--- src/rtl/lc_noc_pkg.sv ---
// Shared constants and types for the local-controller NoC endpoints.
package lc_noc_pkg;

    localparam int DATAWIDTH      = 16;
    localparam int ADDR_VEC_WIDTH = 8;
    localparam int PACKET_WIDTH   = 2*DATAWIDTH + ADDR_VEC_WIDTH;

    localparam int DEST_LSB    = 0;
    localparam int PAYLOAD_LSB = ADDR_VEC_WIDTH;

    typedef enum logic {IDLE, HOLD} arb_state_t;

endpackage

--- src/rtl/lc_rx_fifo.sv ---
// Synchronous FIFO with occupancy count; DEPTH must be a power of two >= 2.
module lc_rx_fifo #(
    parameter int WIDTH = 33,
    parameter int DEPTH = 4
) (
    input  logic                     clk,
    input  logic                     reset,
    input  logic                     push,
    input  logic [WIDTH-1:0]         push_data,
    input  logic                     pop,
    output logic [WIDTH-1:0]         head,
    output logic                     full,
    output logic                     empty,
    output logic [$clog2(DEPTH):0]   level
);

    localparam int AW = $clog2(DEPTH);
    localparam int LW = AW + 1;

    logic [DEPTH-1:0][WIDTH-1:0] mem;
    logic [AW-1:0]               wr_ptr, rd_ptr;
    logic                        do_push, do_pop;

    assign full    = (level == LW'(DEPTH));
    assign empty   = (level == '0);
    assign do_push = push && !full;
    assign do_pop  = pop && !empty;
    assign head    = mem[rd_ptr];

    // Storage is cleared on reset so the head reads zero until the first push.
    always_ff @(posedge clk) begin
        if (reset) begin
            mem    <= '0;
            wr_ptr <= '0;
            rd_ptr <= '0;
            level  <= '0;
        end else begin
            if (do_push) begin
                mem[wr_ptr] <= push_data;
                wr_ptr      <= wr_ptr + 1'b1;
            end
            if (do_pop)
                rd_ptr <= rd_ptr + 1'b1;
            level <= level + LW'(do_push) - LW'(do_pop);
        end
    end

endmodule

--- src/rtl/lc_packet_receiver.sv ---
// NoC destination endpoint: filters on the one-hot dest bit, buffers payloads.
// Optional prefetch channel built when LC_RX_PREFETCH_EN is defined.
module lc_packet_receiver
    import lc_noc_pkg::*;
#(
    parameter int datawidth            = DATAWIDTH,
    parameter int address_vector_width = ADDR_VEC_WIDTH,
    parameter int packet_width         = 2*datawidth + address_vector_width,
    parameter int MY_INDEX             = 0,
    parameter int DEPTH                = 4
) (
    input  logic                      CLK,
    input  logic                      reset,
    input  logic [packet_width-1:0]   packet_in,
    input  logic                      packet_valid,
    output logic                      packet_ready,
    input  logic [packet_width-1:0]   prefetch_packet_in,
    input  logic                      prefetch_packet_valid,
    output logic                      prefetch_packet_ready,
    output logic [2*datawidth-1:0]    out_data,
    output logic                      out_is_prefetch,
    output logic                      out_valid,
    input  logic                      out_ready,
    output logic [7:0]                drop_count,
    output logic [$clog2(DEPTH):0]    fifo_level
);

    localparam int PW = 2*datawidth;
`ifdef LC_RX_PREFETCH_EN
    localparam int FW = PW + 1;
`else
    localparam int FW = PW;
`endif

    logic          full, empty, push, pop;
    logic [FW-1:0] push_data, head;
    logic          s_hs, s_match;
    logic [PW-1:0] s_payload;
    logic [1:0]    drop_inc;
    logic [8:0]    drop_sum;

    assign s_hs      = packet_valid && packet_ready;
    assign s_match   = packet_in[MY_INDEX];
    assign s_payload = packet_in[packet_width-1:address_vector_width];

`ifdef LC_RX_PREFETCH_EN
    arb_state_t    state;
    logic          stream_pending;
    logic [PW-1:0] pf_hold;
    logic          pf_hs, pf_match;
    logic [PW-1:0] pf_payload;
    logic          unused_dest;

    assign unused_dest = ^{packet_in[address_vector_width-1:0],
                           prefetch_packet_in[address_vector_width-1:0]};

    assign packet_ready          = !reset && !full && (state == IDLE);
    assign prefetch_packet_ready = !reset && !full && !stream_pending && (state == IDLE);
    assign pf_hs      = prefetch_packet_valid && prefetch_packet_ready;
    assign pf_match   = prefetch_packet_in[MY_INDEX];
    assign pf_payload = prefetch_packet_in[packet_width-1:address_vector_width];

    // The held prefetch packet always goes first; stream beats a fresh prefetch.
    always_comb begin
        push      = 1'b0;
        push_data = '0;
        if (state == HOLD) begin
            push      = !full;
            push_data = {1'b1, pf_hold};
        end else if (s_hs && s_match) begin
            push      = 1'b1;
            push_data = {1'b0, s_payload};
        end else if (pf_hs && !s_hs && pf_match) begin
            push      = 1'b1;
            push_data = {1'b1, pf_payload};
        end
    end

    always_ff @(posedge CLK) begin
        if (reset) begin
            state          <= IDLE;
            stream_pending <= 1'b0;
            pf_hold        <= '0;
        end else begin
            stream_pending <= s_hs;
            case (state)
                IDLE: if (s_hs && pf_hs && pf_match) begin
                    pf_hold <= pf_payload;
                    state   <= HOLD;
                end
                HOLD: if (!full) state <= IDLE;
                default: state <= IDLE;
            endcase
        end
    end

    assign drop_inc        = {1'b0, s_hs && !s_match} + {1'b0, pf_hs && !pf_match};
    assign out_is_prefetch = head[PW];
`else
    logic unused_prefetch;

    assign unused_prefetch = ^{prefetch_packet_in, prefetch_packet_valid,
                               packet_in[address_vector_width-1:0]};

    assign packet_ready          = !reset && !full;
    assign prefetch_packet_ready = 1'b0;
    assign push                  = s_hs && s_match;
    assign push_data             = s_payload;
    assign drop_inc              = {1'b0, s_hs && !s_match};
    assign out_is_prefetch       = 1'b0;
`endif

    assign pop       = !empty && out_ready;
    assign out_valid = !empty;
    assign out_data  = head[PW-1:0];

    lc_rx_fifo #(.WIDTH(FW), .DEPTH(DEPTH)) u_fifo (
        .clk       (CLK),
        .reset     (reset),
        .push      (push),
        .push_data (push_data),
        .pop       (pop),
        .head      (head),
        .full      (full),
        .empty     (empty),
        .level     (fifo_level)
    );

    assign drop_sum = {1'b0, drop_count} + {7'b0, drop_inc};

    always_ff @(posedge CLK) begin
        if (reset)
            drop_count <= '0;
        else
            drop_count <= drop_sum[8] ? 8'hFF : drop_sum[7:0];
    end

endmodule
--- config.mk ---
export PLATFORM = sky130hd
export DESIGN_NAME = lc_packet_receiver
export DESIGN_NICKNAME = d
export VERILOG_FILES = /design/src/rtl/lc_noc_pkg.sv /design/src/rtl/lc_rx_fifo.sv /design/src/rtl/lc_packet_receiver.sv
export SDC_FILE = /design/constraint.sdc
export NUM_CORES = 1
export LEC_CHECK = 0
export ABC_AREA = 1
export BUFFER_PORTS_ARGS = -buffer_cell sky130_fd_sc_hd__buf_2
export CORE_ASPECT_RATIO = 1.75
export CORE_UTILIZATION = 52
export CTS_BUF_LIST = sky130_fd_sc_hd__clkbuf_4 sky130_fd_sc_hd__clkbuf_8
export DETAILED_ROUTE_END_ITERATION = 6
export GPL_ROUTABILITY_DRIVEN = 0
export GPL_TIMING_DRIVEN = 0
export PLACE_DENSITY = 0.86
export RECOVER_POWER = 25
export SYNTH_ARGS = -nofsm -noshare
export SYNTH_HDL_FRONTEND = slang
export SYNTH_SLANG_ARGS = --single-unit
--- constraint.sdc ---
create_clock -name CLK -period 2.4 [get_ports CLK]
set_clock_uncertainty 0.15 [all_clocks]
set_input_delay 0.48 -clock CLK [delete_from_list [all_inputs] [get_ports CLK]]
set_output_delay 0.48 -clock CLK [all_outputs]
set_load 0.01 [all_outputs]
== Word-level counts from Yosys, hierarchy flattened ==
Index checks and enable logic that the tools add are counted.

* Eq/ne operators: 1
* Add/sub/neg operators: 5
* Muxes and demuxes: 6
* Reductions and logical operators: 13
* Magnitude comparators: 3

{| class="wikitable"
|+ Operator list
! kind !! count
|-
| bitwise mux 128 bit || 1
|-
| binary-select mux 32 bit (select 2 bit) || 1
|-
| demux 32 bit (select 2 bit) || 1
|-
| 2-to-1 mux 32 bit || 2
|-
| adder 8 x 1 -> 9 bit || 1
|-
| logical AND 1 bit || 8
|-
| 2-to-1 mux 8 bit || 1
|-
| < comparator 2 x 3 -> 1 bit (second input constant) || 2
|-
| adder 2 x 1 -> 2 bit (second input constant) || 2
|-
| zero test 1 bit || 4
|-
| adder 3 x 1 -> 3 bit || 1
|-
| equality test 3 bit (second input constant) || 1
|-
| zero test 3 bit || 1
|-
| subtractor 3 x 1 -> 3 bit || 1
|-
| greater-or-equal comparator 2 x 1 -> 1 bit (second input constant) || 1
|}

* Bits in registers: 143
* Output and inout port bits: 47
* Bits of input ports: 85
* Logic and storage cells: 36

== Longest topological paths before layout ==
* Word-level depth: 8
* Gate-level depth with buffers: 12
* Gate-level depth less buffers: 12

== Hierarchy ==
A second synthesis with hierarchy kept.

* Cells, all modules: 1306
* Area total of the unflattened synthesis: 7978.9 um^2

{| class="wikitable"
|+ Modules (own cells, without submodules)
! module !! cells each !! times used !! area each (um^2)
|-
| lc_rx_fifo || 1237 || 1 || 7523.5
|-
| lc_packet_receiver || 69 || 1 || 455.4
|}

== Worst setup path after synthesis ==
Ideal clock, no wire load.

* Path type: register to register
* Start point: register u_fifo.level[1]
* End point: register u_fifo.level[2]
* Clock period less this slack: 2.218 ns
* Setup slack: 0.182 ns
* Arrival time: 1.947 ns
* Cell stages (with the launch flop): 13
* Setup time: 0.121 ns
* Buffers on the path: 0
* Cell sequence: dfxtp_1 nor2_2 nand2_1 nand2_1 inv_1 ha_1 inv_1 ha_1 inv_1 fa_1 xnor2_1 o21ai_0 a21oi_1

{| class="wikitable"
|+ RTL lines
! what !! line !! text
|-
| from (decl) || lc_rx_fifo.sv:14 || <nowiki>output logic [$clog2(DEPTH):0] level</nowiki>
|-
| from (signal assigned) || lc_rx_fifo.sv:44 || <nowiki>level <= level + LW'(do_push) - LW'(do_pop);</nowiki>
|-
| zero test 3 bit * || lc_rx_fifo.sv:25 || <nowiki>assign empty = (level == '0);</nowiki>
|-
| zero test 1 bit * || - ||
|-
| net out_valid || lc_packet_receiver.sv:22 || <nowiki>output logic out_valid,</nowiki>
|-
| logical AND 1 bit || lc_packet_receiver.sv:113 || <nowiki>assign pop = !empty && out_ready;</nowiki>
|-
| logical AND 1 bit * || lc_rx_fifo.sv:27 || <nowiki>assign do_pop = pop && !empty;</nowiki>
|-
| net u_fifo.do_pop || lc_rx_fifo.sv:22 || <nowiki>logic do_push, do_pop;</nowiki>
|-
| subtractor 3 x 1 -> 3 bit * || lc_rx_fifo.sv:44 ||
|}

Mark *: on every way through the listed nets, which the timed path passes. The rest lies on a longest branch.
A chain may end at the register's enable or synchronous reset.

== Final worst setup path ==
* Start point: register u_fifo.rd_ptr[1]
* End point: output port out_data[1]

* Cells in the longest elaborated chain, start to end: 2

{| class="wikitable"
|+ RTL lines
! what !! line !! text
|-
| from (decl) || lc_rx_fifo.sv:21 || <nowiki>logic [AW-1:0] wr_ptr, rd_ptr;</nowiki>
|-
| from (signal assigned) || lc_rx_fifo.sv:43 || <nowiki>rd_ptr <= rd_ptr + 1'b1;</nowiki>
|-
| binary-select mux 32 bit (select 2 bit) || lc_rx_fifo.sv:28 || <nowiki>assign head = mem[rd_ptr];</nowiki>
|-
| 2-to-1 mux 32 bit (implied by the code) || lc_rx_fifo.sv:28 ||
|-
| to (decl) || lc_packet_receiver.sv:20 || <nowiki>output logic [2*datawidth-1:0] out_data,</nowiki>
|}

No other way between the ends. The select of a mux whose other input is x is not followed.

==> reports/summary.md <==
For the hold violation total from the final report, the log shows 0. The run gives 1,300 as the non-filler instance count after layout. The count of endpoints failing setup in the final report was 1. Global routing used 30.2% of the available tracks across all layers.

Clock tree synthesis found a total of 143 sinks. The run gives 54.0% as the starting density of the core. Worst slack on hold paths: 0.0707 ns. The count of nets left with antenna violations once routing finished came out at 0. The number of synthesized flops with an enable pin was 0; the overall die area was 13,500 µm². Max-cap violations in this run came to 0.

Headroom to the max-slew limit came out at 56.4%. The most frequently used flop master after synthesis was dfxtp_1. For the number of DRC markers after the initial detailed-route iteration, the log shows 668.

Type of the worst setup path: reg -> out. The number of detailed-route iterations in the first pass was 6; the number of nets in the layout was 1,213. 0 antenna diodes ended up in the layout. In this run the clock root is driven by a clkbuf_8.

The worst path in the final design needs a cycle of 2.44 ns, including I/O delays and setup. Post-detailed-placement half-perimeter wirelength: 13,600 µm. The tools report the utilization of the core after routing as 63.2%. After clock tree synthesis, the clock-pin slew on the worst setup and hold paths is 0.08 ns. In this run the core area contains 54 standard-cell rows. TritonCTS created 17 clock buffers.

Of the cells placed in the final design, the portion with a size suffix greater than 1 is 14.9%. The H-tree depth reported by CTS was 4; the floorplan die height was 153 µm. Setup repair after global routing could not meet its margin everywhere.

The core region is 12,600 µm². Entering global routing, the biggest net connects 17 pins. TritonCTS built the clock tree. The static leakage is 3.53 nW, and the post-layout worst setup margin is -0.0359 ns. The final routed wirelength across all metal layers is 20,300 µm. For this run, design rule violations remaining after detail routing come to 0. After technology mapping, the gate count stands at 1,015.

In this run the worst path has a maximum fanout of 10. The run gives 0.46 ns as the clock latency on the worst-skew pair. At the worst endpoint, the required time is 1.77 ns. Number of max-slew violations in the final report: 0. The first global-routing pass estimated 31,300 µm of wire. Power comes to 0.00664 W. In this run, distinct cell masters in the synthesized netlist total 27. The clock passes through at most 2 buffers.

The worst voltage drop across the vdd grid is 0.000537 V. For the filler cell count in the final layout, the log shows 1,189. The number of synthesized register bits is 143, and the I/O pin count is 132.

From synthesis to final layout, the design area changed by 17.2%. The die outline width works out to 88.3 µm. Of the available clock period, the critical path in the final layout requires 101%.

STA puts the critical path data arrival time at 1.81 ns. Total placed cells including tap cells: 1,265. Post-synth design cell area: 6780 µm². Summed over all layers, the global routing overflow is 0. In the final routed layout, each cell accounts on average for 15.6 µm. The mean area per synthesized cell was 6.68 µm²; the count of port buffers added during placement was 81.

The worst setup path is launched from a register. The run finished, with violations left. Average vias per placed instance: 5.56.

The worst hold path belongs to the class in -> reg. Of all flip-flops after synthesis, the portion carrying an async set or reset was 0%. The via count of the first global-routing pass is 6,708.

The sort of element at the end of the critical path was a primary output. For the number of antenna violations at the first check in global routing, the log shows 0. The tools report the Yosys warning count as 0. At the pin with the least slew margin, the transition time is 0.654 ns. Based on the critical path, the design can be clocked at up to 411 MHz. The fraction of the yosys area taken by sequential cells came out at 42.2%. The checks that failed: setup timing. Power spread over the standard cell area amounts to 836 nW/µm². The detailed router placed 7,231 vias in this run.
## synthesized netlist by cell type, types with 5 or more instances
library cell	n	share of area [%]
a21oi_1	10	0.74
buf_1	25	1.4
buf_2	18	1.3
buf_4	6	0.66
buf_6	10	1.7
clkbuf_1	20	1.1
dfxtp_1	143	42
ha_1	8	1.5
inv_1	54	3.0
nand2_1	139	7.7
nand3_1	135	10
nor2_1	326	18
nor2_4	5	0.83
o21ai_0	69	5.1
o22ai_1	32	3.0
## cells by family (layout without fill, tap and decap cells)
| group | after synthesis | in the layout | share of synthesized area [%] |
|---|---|---|---|
| AOI/OAI and AO/OA | 111 | 111 | 8.78 |
| xor gates and xnor gates | 4 | 4 | 0.517 |
| adders and majority gates | 9 | 9 | 1.77 |
| buffers and inverters | 134 | 250 | 9.18 |
| DFF | 143 | 143 | 42.2 |
| other | 1 | 2 | 0.0553 |
| and+or+nand+nor | 613 | 613 | 37.5 |
## critical path: stages, from the launching register on
cell	delay [ns]
dfxtp_1	0.38
inv_1	0.17
buf_2	0.27
o21ai_0	0.12
o22ai_1	0.21
buf_2	0.19
## final timing paths
kind	start	end	slack [ns]	cells past startpoint
setup reg to reg	u_fifo.level[0]	u_fifo.level[2]	0.06	11
hold reg to reg	u_fifo.mem[61]	u_fifo.mem[61]	0.33	2
setup / recovery	u_fifo.rd_ptr[1]	out_data[1]	-0.04	5
hold / removal	reset	u_fifo.wr_ptr[1]	0.07	2
## metrics by stage
step / setup TNS, ns / setup WS [ns] / cell area [µm²]
2_1_floorplan: 0 / 0.182 / 6790
3_3_place_gp: -1.18 / -0.203 / 7400
3_5_place_dp: -1.36 / -0.237 / 7400
4_1_cts: 0 / 0.00531 / 7880
5_1_grt: -0.683 / -0.0688 / 7950
6_report: -0.0359 / -0.0359 / 7950
## sequential cells by signal, indices dropped and copies added (netlist names)
register	cells
u_fifo.level	3
drop_count	8
u_fifo.mem	128
u_fifo.rd_ptr	2
u_fifo.wr_ptr	2
## what timing repair did
item                                    in CTS  in global routing
hold buffers                                 0                  0
pin swaps                                    2                  7
buffers inserted                             0                  1
endpoints found under the setup margin      33                 38
resized for setup                           34                 33
gates cloned                                 0                  2
## per-layer routing
layer | global-route usage [%] | vias up | routed length (µm)
li1 | - | 3445 | -
met1 | 32.2 | 3276 | 7190
met4 | 19.8 | 0 | 1050
met5 | 0 | - | 0
met2 | 52.9 | 411 | 10400
met3 | 4.97 | 99 | 1660
## cell type report
class                           count  area [µm²]  area share, %
Buffer                             79         475           5.98
Clock buffer                       20         275           3.46
Clock inverter                     12         134           1.68
Inverter                           55         209           2.63
Multi-Input combinational cell    739        3330           41.9
Sequential cell                   143        2870           36.1
Tap cell                          168         210           2.64
Timing Repair Buffer               84         448           5.64
## power by group
part / switching [W] / internal [W] / leakage (nW)
clock: 0.000971 / 0.00101 / 0.206
combinational: 0.00130 / 0.000810 / 2.17
sequential: 0.0000796 / 0.00247 / 1.16
## cells in the final DEF (no fill, tap or decap), types with 3 or more instances in the layout
| cell | count |
|---|---|
| clkbuf_2 | 11 |
| nand2_1 | 138 |
| clkbuf_4 | 5 |
| o21ai_0 | 57 |
| inv_1 | 53 |
| dfxtp_1 | 140 |
| dfxtp_2 | 3 |
| buf_6 | 7 |
| clkinv_2 | 3 |
| nand3_1 | 135 |
| nor2_1 | 327 |
| clkbuf_1 | 23 |
| buf_4 | 7 |
| ha_1 | 8 |
| o22ai_1 | 30 |
| clkinv_4 | 3 |
| o21ai_1 | 12 |
| a21oi_1 | 10 |
| buf_2 | 82 |
| buf_1 | 22 |
| nor2_4 | 5 |
| clkbuf_8 | 20 |
Power figures use the tool's default switching activity.
